--- src/rtl/snake_sequencer.sv ---
// Game sequencer for an IR-controlled snake: play/pause/over FSM, step-rate timer
// that speeds up with each food, buffered direction commands and a saturating score.
module snake_sequencer #(
    parameter int unsigned BASE_PERIOD = 25_000_000,
    parameter int unsigned MIN_PERIOD  = 5_000_000,
    parameter int unsigned SPEED_STEP  = 1_000_000,
    parameter logic [31:0] UP          = 32'h20DF6A95,
    parameter logic [31:0] DOWN        = 32'h20DFEA15,
    parameter logic [31:0] LEFT        = 32'h20DF1AE5,
    parameter logic [31:0] RIGHT       = 32'h20DF9A65,
    parameter logic [31:0] OK          = 32'h20DF22DD
) (
    input  logic        clk,
    input  logic        reset_n,
    input  logic [31:0] ir_code,
    input  logic        ir_valid,
    input  logic        game_over,
    input  logic        food_eaten,
    input  logic [7:0]  length,
    output logic        step,
    output logic [31:0] direction,
    output logic        game_rst_n,
    output logic [1:0]  state,
    output logic [7:0]  score
);

    localparam logic [1:0] S_IDLE  = 2'd0;
    localparam logic [1:0] S_PLAY  = 2'd1;
    localparam logic [1:0] S_PAUSE = 2'd2;
    localparam logic [1:0] S_OVER  = 2'd3;

    localparam logic [31:0] BASE_P = 32'(BASE_PERIOD);
    localparam logic [31:0] MIN_P  = 32'(MIN_PERIOD);
    localparam logic [31:0] STEP_P = 32'(SPEED_STEP);

    logic [1:0]  state_q,  state_d;
    logic [31:0] timer_q,  timer_d;
    logic [31:0] period_q, period_d;
    logic [7:0]  score_q,  score_d;
    logic [31:0] dir_q,    dir_d;
    logic [31:0] pend_q,   pend_d;
    logic        step_q,   step_d;
    logic        grst_q,   grst_d;
    logic        food_q;

    logic ok_press;
    logic dir_press;
    logic reversal;
    logic food_rise;

    assign ok_press  = ir_valid && (ir_code == OK);
    assign dir_press = ir_valid && ((ir_code == UP) || (ir_code == DOWN) ||
                                    (ir_code == LEFT) || (ir_code == RIGHT));
    assign reversal  = (length > 8'd1) &&
                       (((ir_code == UP)    && (dir_q == DOWN))  ||
                        ((ir_code == DOWN)  && (dir_q == UP))    ||
                        ((ir_code == LEFT)  && (dir_q == RIGHT)) ||
                        ((ir_code == RIGHT) && (dir_q == LEFT)));
    assign food_rise = food_eaten && !food_q;

    always_comb begin
        // NOTE: every _d gets a default before any branch, so no path can infer a latch.
        state_d  = state_q;
        timer_d  = timer_q;
        period_d = period_q;
        score_d  = score_q;
        dir_d    = dir_q;
        pend_d   = pend_q;
        step_d   = 1'b0;

        case (state_q)
            S_IDLE:  if (ok_press) state_d = S_PLAY;
            S_PLAY:  if (game_over) state_d = S_OVER; else if (ok_press) state_d = S_PAUSE;
            S_PAUSE: if (game_over) state_d = S_OVER; else if (ok_press) state_d = S_PLAY;
            default: if (ok_press) state_d = S_IDLE;
        endcase

        if (state_q == S_PLAY) begin
            if (dir_press && !reversal) pend_d = ir_code;
            if (food_rise) begin
                // Subtract-then-compare would wrap; compare the headroom instead.
                period_d = (period_q - MIN_P >= STEP_P) ? period_q - STEP_P : MIN_P;
                score_d  = (score_q == 8'hFF) ? score_q : score_q + 8'd1;
            end
            // The timer only runs on cycles that stay in PLAY, so leaving holds it.
            if (state_d == S_PLAY) begin
                if (timer_q >= period_q - 32'd1) begin
                    timer_d = '0;
                    step_d  = 1'b1;
                    dir_d   = pend_d;
                end else begin
                    timer_d = timer_q + 32'd1;
                end
            end
        end

        if ((state_q == S_IDLE) && (state_d == S_PLAY)) begin
            timer_d  = '0;
            period_d = BASE_P;
            score_d  = '0;
            dir_d    = '0;
            pend_d   = '0;
        end

        grst_d = (state_d != S_IDLE);
    end

    always_ff @(posedge clk) begin
        // NOTE: sequential state uses non-blocking assignments so all registers see pre-edge values.
        if (!reset_n) begin
            state_q  <= S_IDLE;
            timer_q  <= '0;
            period_q <= BASE_P;
            score_q  <= '0;
            dir_q    <= '0;
            pend_q   <= '0;
            step_q   <= 1'b0;
            grst_q   <= 1'b0;
            food_q   <= 1'b0;
        end else begin
            state_q  <= state_d;
            timer_q  <= timer_d;
            period_q <= period_d;
            score_q  <= score_d;
            dir_q    <= dir_d;
            pend_q   <= pend_d;
            step_q   <= step_d;
            grst_q   <= grst_d;
            food_q   <= food_eaten;
        end
    end

    assign step       = step_q;
    assign direction  = dir_q;
    assign game_rst_n = grst_q;
    assign state      = state_q;
    assign score      = score_q;

endmodule

--- config.mk ---
export PLATFORM = sky130hd
export DESIGN_NAME = snake_sequencer
export DESIGN_NICKNAME = d
export VERILOG_FILES = /design/src/rtl/snake_sequencer.sv
export SDC_FILE = /design/constraint.sdc
export NUM_CORES = 1
export LEC_CHECK = 0
export CAP_MARGIN = 15
export CORE_AREA = 8 8 147 149
export DETAILED_ROUTE_END_ITERATION = 10
export DIE_AREA = 0 0 155 157
export PLACE_DENSITY = 0.68
export SYNTH_ARGS = -nofsm -noshare
export SYNTH_HDL_FRONTEND = slang
export SYNTH_SLANG_ARGS = --single-unit
export TNS_END_PERCENT = 20
--- constraint.sdc ---
create_clock -name clk -period 7.25 [get_ports clk]
set_clock_uncertainty 0.05 [all_clocks]
set_input_delay 1.0875 -clock clk [delete_from_list [all_inputs] [get_ports clk]]
set_output_delay 1.0875 -clock clk [all_outputs]
set_load 0.005 [all_outputs]
Word-level counts from Yosys, hierarchy flattened
Cells that the tools add are included.
{"block": "word_totals", "regBits": 141, "latchBits": 0, "ramBits": 0, "romBits": 0, "input_bits": 45, "out_inout_bits": 44, "mem_count": 0}
{"block": "op_classes", "addsub": 5, "multipliers": 0, "div_mod_pow": 0, "order_cmp": 3, "eq_ne": 13, "n_shift": 0, "muxes": 10, "bitwise": 2, "n_reduce_logical": 26}
{"operator": "$eq A32 B30 Y1 const B", "n": 9}
{"operator": "$mux W32", "n": 3}
{"operator": "$add A32 B1 Y32 const B", "n": 1}
{"operator": "$ge A32 B20 Y1 const B", "n": 1}
{"operator": "$ge A32 B32 Y1", "n": 1}
{"operator": "$sub A32 B1 Y32 const B", "n": 1}
{"operator": "$sub A32 B20 Y32 const B", "n": 1}
{"operator": "$sub A32 B23 Y32 const B", "n": 1}
{"operator": "$logic_and A1 B1 Y1", "n": 10}
{"operator": "$mux W2", "n": 5}
{"operator": "$reduce_and A3 Y1", "n": 3}
{"operator": "$add A8 B1 Y8 const B", "n": 1}
{"operator": "$eq A8 B8 Y1 const B", "n": 1}
{"operator": "$gt A8 B1 Y1 const B", "n": 1}
{"operator": "$logic_or A1 B1 Y1", "n": 6}
{"operator": "$pmux W2 S3", "n": 1}
{"operator": "$eq A2 B1 Y1 const B", "n": 2}
{"operator": "$reduce_and A2 Y1", "n": 2}
{"operator": "$eq A2 B2 Y1 const B", "n": 1}
{"operator": "$logic_not A1 Y1", "n": 2}
{"operator": "$logic_not A2 Y1", "n": 1}
{"operator": "$not A1 Y1", "n": 2}
{"operator": "$reduce_bool A2 Y1", "n": 1}
{"operator": "$reduce_or A2 Y1", "n": 1}
{"operator": "$mux W1", "n": 1}

Logic depth before layout (Yosys ltp)
Gate-level depths: netlist of run 1.
{"block": "depth", "depth_word": 9, "ltp_mapped": 18, "mapped_depth_nobuf": 15}

Worst setup path after synthesis of run 1
No wires, ideal clock.
{"block": "synth_timing", "kind": "register to register", "startpoint": "register period_q[10]", "endpoint": "register dir_q[5], in the netlist direction[5]", "arrival_ps": 4068, "required_ps": 7114, "path_slack_ps": 3047, "path_stages_with_launch": 19, "n_path_buf": 3, "period_less_slack_ps": 4203, "cell_sequence": "dfxtp_1 buf_6 or4_4 nor3_4 nand2_2 or3_4 nor2_1 nand2_1 xor2_1 ha_1 nand4_1 or3_1 a311o_1 o221a_2 a21oi_1 buf_2 buf_2 nor2_1 a211oi_1"}
{"block": "synth_via", "elab_chain_cells": 3}
{"item": "start: declaration", "line": "38", "rtl": "logic [31:0] period_q, period_d;"}
{"item": "start signal: assignment", "line": "123", "rtl": "period_q <= period_d;"}
{"item": "$sub A32 B1 Y32", "line": "87", "rtl": "if (timer_q >= period_q - 32'd1) begin"}
{"item": "$ge A32 B32 Y1", "line": "87"}
{"item": "$reduce_and A3 Y1 (no source line)"}
{"item": "end signal: assignment", "line": "125", "rtl": "dir_q <= dir_d;"}
{"item": "end: declaration", "line": "40", "rtl": "logic [31:0] dir_q, dir_d;"}
Every way passes these cells.
A chain may end at the register's enable or synchronous reset.

Worst setup path after layout of run 1
{"block": "layout_timing", "startpoint": "register period_q[10]", "endpoint": "register dir_q[2], in the netlist direction[2]"}
Same word-level chain as after synthesis.

==> flow_metrics.tcl, run 1 <==
set metrics [dict create \
    powerDensity_nw_per_um2 181 \
    grt_first_pass_wirelength_mm 30.2 \
    cp_slowest_cell "or4_4" \
    die_y_um 157 \
    synth.net_count 969 \
    dieArea_um2 24300 \
    synthAdderAreaFrac_pct 5.43 \
    synth_edf_count 0 \
    cpMostUsedCell "nor2_1" \
    finalSetupViolCount 0 \
    detail-route-antenna-nets 0 \
    core_area_um2 19200 \
    total_power_mw 1.65 \
    critical_path.max_stage_delay_ps 660 \
    final_nets 1025 \
    io_pins 89 \
    dp_hpwl_mm 12.7 \
    cp-endpoint "direction[2]$_SDFFE_PP0P_" \
    cts-root-buf "clkbuf_16" \
    wl_per_cell_um 14.9 \
    regToRegSetupSlack_ps 2380 \
    antenna_found_initial 0 \
    synthFlopType "dfxtp_1" \
    grt_pass1_vias 6133 \
    postCtsSetupBuffers 0 \
    holdCritPathClass "flop to flop" \
    cts_resized 0 \
    critical-path-top-delay-family "simple AND/OR/NAND/NOR gates" \
    drive_gt1_share_pct 6.99 \
    hold_buffers 0 \
    synth_top_family_by_area "simple AND/OR/NAND/NOR gates" \
    synth-simple-area-share_pct 30.8 \
    vias 6438 \
    crit_type "flop to flop" \
    gp_congestion 0.852 \
    muxShareOfSynthArea_pct 1.33 \
    antenna_cells 0 \
    arrival_ps 5140 \
    clock_latency_ps 420 \
    postSynth.asyncResetShare_pct 0 \
    yosysWarningCount 0 \
    rsz0062_at_grt "no" \
    max-cap-violations 0 \
    n_fill_cell 1831 \
    cp.required_ps 7520 \
    vdd_drop_max_v 0.000158 \
    synth-compound-area-share_pct 11.9 \
    drc 0 \
    synth-seq-cells 135 \
    overflow 0 \
    clockBufferDepth 2 \
    tightest_slew_ps 822 \
    multi_input_area_um2 4520 \
    fmax_ghz 0.205 \
    synth_xor_area_share_pct 9.67 \
    reg2reg_to "direction[2]$_SDFFE_PP0P_" \
    firstDrtPassIters 5 \
    clkSinkCount 135 \
    timing.critical_path.from "period_q[10]$_SDFFE_PP0P_" \
    clkTransAtPathRegs_ps 60 \
    via_per_inst 5.26 \
    crit_cells 16 \
    period_share_pct 67.1 \
    relSlewSlack_pct 44.9 \
    yosysSeqAreaShare_pct 35.5 \
    cp_cell_sequence "or4_4, nor3_4, nand2_2, or3_4, nor2_1, nand2_1, xor2_1, ha_1, nand4_1, or3_1, a311o_1, o221a_2, a21oi_4, buf_4, nor2_1, a211oi_1" \
    cts_buffers 17 \
    track_usage_pct 15.1 \
    timing.rr.start "period_q[10]$_SDFFE_PP0P_" \
    rows 51 \
    syn-instance-count 891 \
    slew_viol_final 0 \
    htreeDepth 4 \
    cp_max_fo 65 \
    min_period_ps 4870 \
    regArea_um2 2700 \
    grtUsageMet2_pct 24.5 \
    status "completed" \
    syn_to_final_growth_pct 19.8 \
    io_buffers 87 \
    crit_buf_inv 1 \
    synth.avg_cell_area_um2 8.54 \
    cts_tree "done" \
    r2r_cells 16 \
    postRouteWirelength_mm 18.2 \
    netlist_area_um2 7600 \
    initial_core_util_pct 39.6 \
    hold_path_depth 2 \
    use_met3_pct 4.09 \
    start_kind "flop" \
    top_usage_layer "met2" \
    grtUsageMet1_pct 19.1 \
    synth.distinct_cells 81 \
    dieWidth_um 155 \
    grt_max_degree 78 \
    p_leak_nw 3.17 \
    drt_iter0_markers 441 \
    hold_violations 0 \
    cp-end-kind "flop" \
    fin_tns_setup_ps 0 \
]
-- per-stage QoR --
step / area [um2] / setup WS [ps] / cells / hold slack, ps / utilization (%)
global placement: 8520 / 2450 / 1193 / 388 / 44.4
detailed placement: 8520 / 2410 / 1193 / 396 / 44.4
finish: 9110 / 2380 / 1224 / 402 / 47.4
CTS: 9110 / 2340 / 1224 / 405 / 47.4
floorplan: 7600 / 3050 / 891 / 379 / -
global route: 9110 / 1990 / 1224 / 425 / 47.4
-- power by group --
group	internal (mW)	leakage [nW]	switching, mW	total, mW
Sequential	0.742	1.09	0.000159	0.742
Combinational	0.0252	1.80	0.0196	0.0448
Clock	0.517	0.284	0.341	0.858
Total	1.28	3.17	0.361	1.65
-- layout make-up --
cell class,instances,area share (%)
Clock buffer,18,4.82
Tap cell,265,3.64
Sequential cell,135,29.7
Multi-Input combinational cell,686,49.6
Timing Repair Buffer,94,10.1
Inverter,13,0.536
Clock inverter,13,1.61
-- metal layers --
metal,vias to the layer above,wire [um]
met3,13,787
met4,0,161
met5,-,0
li1,3278,-
met1,3032,8660
met2,115,8560
-- Yosys cell counts, types with 12 or more instances --
cell | count | area [um2]
xor2_1 | 41 | 359
nor3_1 | 31 | 155
a21oi_1 | 35 | 175
nand3b_1 | 16 | 120
a211oi_1 | 25 | 188
nand2_1 | 68 | 255
inv_1 | 13 | 48.8
dfxtp_1 | 135 | 2700
nand4_1 | 24 | 150
o21ai_0 | 16 | 80.1
clkbuf_1 | 14 | 52.6
buf_6 | 12 | 135
nand3_1 | 24 | 120
and3_1 | 22 | 138
ha_1 | 33 | 413
nand2b_1 | 19 | 119
or3_1 | 14 | 87.6
buf_2 | 25 | 125
nor2_1 | 129 | 484
xnor2_1 | 43 | 377
-- flip-flops by register name, summed over array words and instances, names as in the netlist --
signal      cells
direction      32
pend_q         32
timer_q        32
period_q       26
score           8
state           2
food_q          1
game_rst_n      1
step            1
-- worst min-delay path by stage --
stage                            start                 endpoint  slack, ps
2_1_floorplan  pend_q[12]$_SDFFE_PP0P_  pend_q[12]$_SDFFE_PP0P_        380
3_3_place_gp   pend_q[14]$_SDFFE_PP0P_  pend_q[14]$_SDFFE_PP0P_        390
3_5_place_dp   pend_q[15]$_SDFFE_PP0P_  pend_q[15]$_SDFFE_PP0P_        400
4_1_cts        pend_q[15]$_SDFFE_PP0P_  pend_q[15]$_SDFFE_PP0P_        400
5_1_grt         pend_q[4]$_SDFFE_PP0P_   pend_q[4]$_SDFFE_PP0P_        420
6_report       pend_q[15]$_SDFFE_PP0P_  pend_q[15]$_SDFFE_PP0P_        400
-- cell families after synthesis --
| group | count (synthesis) |
|---|---|
| muxes | 10 |
| and+or+nand+nor | 429 |
| AOI/OAI and AO/OA | 130 |
| adders and majority gates | 33 |
| DFF | 135 |
| buffers and inverters | 70 |
| xor gates and xnor gates | 84 |
-- cells in the final DEF, fill, tap and decap left out, types with 25 or more instances in the layout --
| cell | netlist | final |
|---|---|---|
| a211oi_1 | 25 | 25 |
| clkdlybuf4s50_1 | 0 | 87 |
| xor2_1 | 41 | 41 |
| nor2_1 | 129 | 129 |
| a21oi_1 | 35 | 34 |
| xnor2_1 | 43 | 43 |
| nor3_1 | 31 | 31 |
| dfxtp_1 | 135 | 135 |
| nand2_1 | 68 | 67 |
| ha_1 | 33 | 33 |
-- tightest hold or removal path, stage by stage, from the launching register on --
cell	delay (ps)
dfxtp_1	310
nand2_1	50
a21oi_1	50
(Power assumes the default switching activity.)
==> run 2, diff against run 1 <==
PLACE_DENSITY = 0.7   (was 0.68)
clock period = 4.19 ns   (was 7.25 ns; I/O delays follow)
==> flow_metrics.tcl, run 2 (synthesis gave the netlist of run 1 again) <==
set metrics [dict create \
    postRouteWirelength_mm 19.9 \
    layout.cells.non_filler 1272 \
    tightest_slew_ps 825 \
    syn_to_final_growth_pct 27.8 \
    cts_buffers 17 \
    whs_ps 403 \
    violations "negative setup slack" \
    place_area_um2 8810 \
    fmax_ghz 0.238 \
    track_usage_pct 16.3 \
    reg2reg_to "direction[5]$_SDFFE_PP0P_" \
    final_core_util_pct 50.6 \
    cts-root-buf "clkbuf_16" \
    wl_per_cell_um 15.7 \
    max-cap-violations 0 \
    clockBufferDepth 2 \
    min_period_ps 4210 \
    regToRegSetupSlack_ps -20 \
    vias 6793 \
    final_nets 1073 \
    start_kind "flop" \
    drive_gt1_share_pct 12.5 \
    arrival_ps 4500 \
    design_area_um2 9720 \
    grt_first_pass_wirelength_mm 32.3 \
    cp.required_ps 4480 \
    crit_type "flop to flop" \
    htreeDepth 4 \
    relSlewSlack_pct 44.8 \
    via_per_inst 5.34 \
    rsz0062_at_grt "yes" \
    min_to "pend_q[15]$_SDFFE_PP0P_" \
    detail-route-antenna-nets 0 \
    clkSinkCount 135 \
    layout_commonest_cell "dfxtp_1" \
    io_buffers 87 \
    clock_latency_ps 420 \
    n_fill_cell 1776 \
    antenna_cells 0 \
    antenna_found_initial 0 \
    slew_viol_final 0 \
    dp_hpwl_mm 13.4 \
    grt_pass1_vias 6429 \
    die_y_um 157 \
    hold_violations 0 \
    overflow 0 \
    vdd_drop_max_v 0.000272 \
    core_area_um2 19200 \
    setup_ws_ps -17.4 \
    finalSetupViolCount 6 \
    r2r_cells 17 \
    place_inst 1227 \
    dieWidth_um 155 \
    rows 51 \
    hold_path_depth 2 \
    period_share_pct 100 \
    p_leak_nw 3.48 \
    cts_tree "done" \
    final_cell_mix "dfxtp_1, nor2_1, clkdlybuf4s50_1, nand2_1, buf_4" \
    cp-end-kind "flop" \
    hold_buffers 0 \
    cp_max_fo 16 \
    grt_max_degree 46 \
    firstDrtPassIters 6 \
    clkTransAtPathRegs_ps 60 \
    drc 0 \
    gp_congestion 0.913 \
    min-delay-start "pend_q[15]$_SDFFE_PP0P_" \
    initial_core_util_pct 39.6 \
    timing.rr.start "period_q[9]$_SDFFE_PP0P_" \
    powerDensity_nw_per_um2 299 \
    io_pins 89 \
    holdCritPathClass "flop to flop" \
    dieArea_um2 24300 \
    status "finished with violations" \
    drt_iter0_markers 464 \
    pre_cts_ws_ps -17.5 \
]
## run 2: changes by cell type in the layout (fill, tap and decap cells not counted), sizes merged
cell / change
clkbuf: +3
buf: +45
bufinv: +1
inv: -1
## run 2: repair_timing
| item | in CTS | in global routing |
|---|---|---|
| setup buffers | 3 | 6 |
| setup endpoints to repair | 24 | 64 |
| pin swaps | 4 | 5 |
| resized for setup | 6 | 11 |
| cloned | 2 | 3 |
## run 2: final cells by class
cell class	instances	area (um2)	area share [%]
tap	265	332	3.41
clock inverter	13	171	1.76
multi-input combinational	686	4590	47.2
timing repair buffer	142	1440	14.8
clock buffer	18	429	4.42
sequential	135	2700	27.8
inverter	13	48.8	0.502
## run 2: worst max path at each step
| stage | startpoint | end | depth (start not counted) |
|---|---|---|---|
| after floorplan | period_q[10]$_SDFFE_PP0P_ | direction[5]$_SDFFE_PP0P_ | 18 |
| after global placement | period_q[6]$_SDFFE_PP1P_ | direction[13]$_SDFFE_PP0P_ | 16 |
| after detailed placement | period_q[6]$_SDFFE_PP1P_ | direction[4]$_SDFFE_PP0P_ | 16 |
| after CTS | period_q[6]$_SDFFE_PP1P_ | direction[3]$_SDFFE_PP0P_ | 17 |
| after global routing | period_q[9]$_SDFFE_PP0P_ | direction[5]$_SDFFE_PP0P_ | 17 |
| final | period_q[9]$_SDFFE_PP0P_ | direction[5]$_SDFFE_PP0P_ | 17 |
## run 2: worst max-delay path, cell delays in order, from the launching register on
cell and delay (ps):
dfxtp_1 310, or4_4 560, nor3_4 210, nand2_2 70, or3_4 390, nor2_4 130, nor4b_4 210, xnor2_1 110
ha_1 300, nand3_2 80, or3_4 380, a311o_1 290, o221a_4 240, a21oi_4 200, buf_4 180, clkbuf_16 170
nor2_1 50, a211oi_1 200
## run 2: through the flow
stage	power, mW	setup TNS [ps]
finish	2.91	-45.0
floorplan	1.34	0
global route	3.00	-7880
global placement	1.39	0
CTS	2.93	0
detailed placement	1.39	-17.5
## run 2: per-layer routing
layer | global-route usage, % | share of wire [%]
met1 | 20.4 | 46
met2 | 26.5 | 47
met3 | 4.74 | 5.4
met4 | 5.09 | 1.3
met5 | 0 | 0
## run 2: report_power, final
group,internal [mW],switching [mW]
combinational,0.0478,0.0357
clock,0.940,0.602
sequential,1.28,0.000265
total,2.27,0.638
==> run 3, diff against run 2 <==
SLEW_MARGIN = 20   (was default)
==> results of run 3 <==
No change in the layout: final DEF, timing and power equal those of run 2.
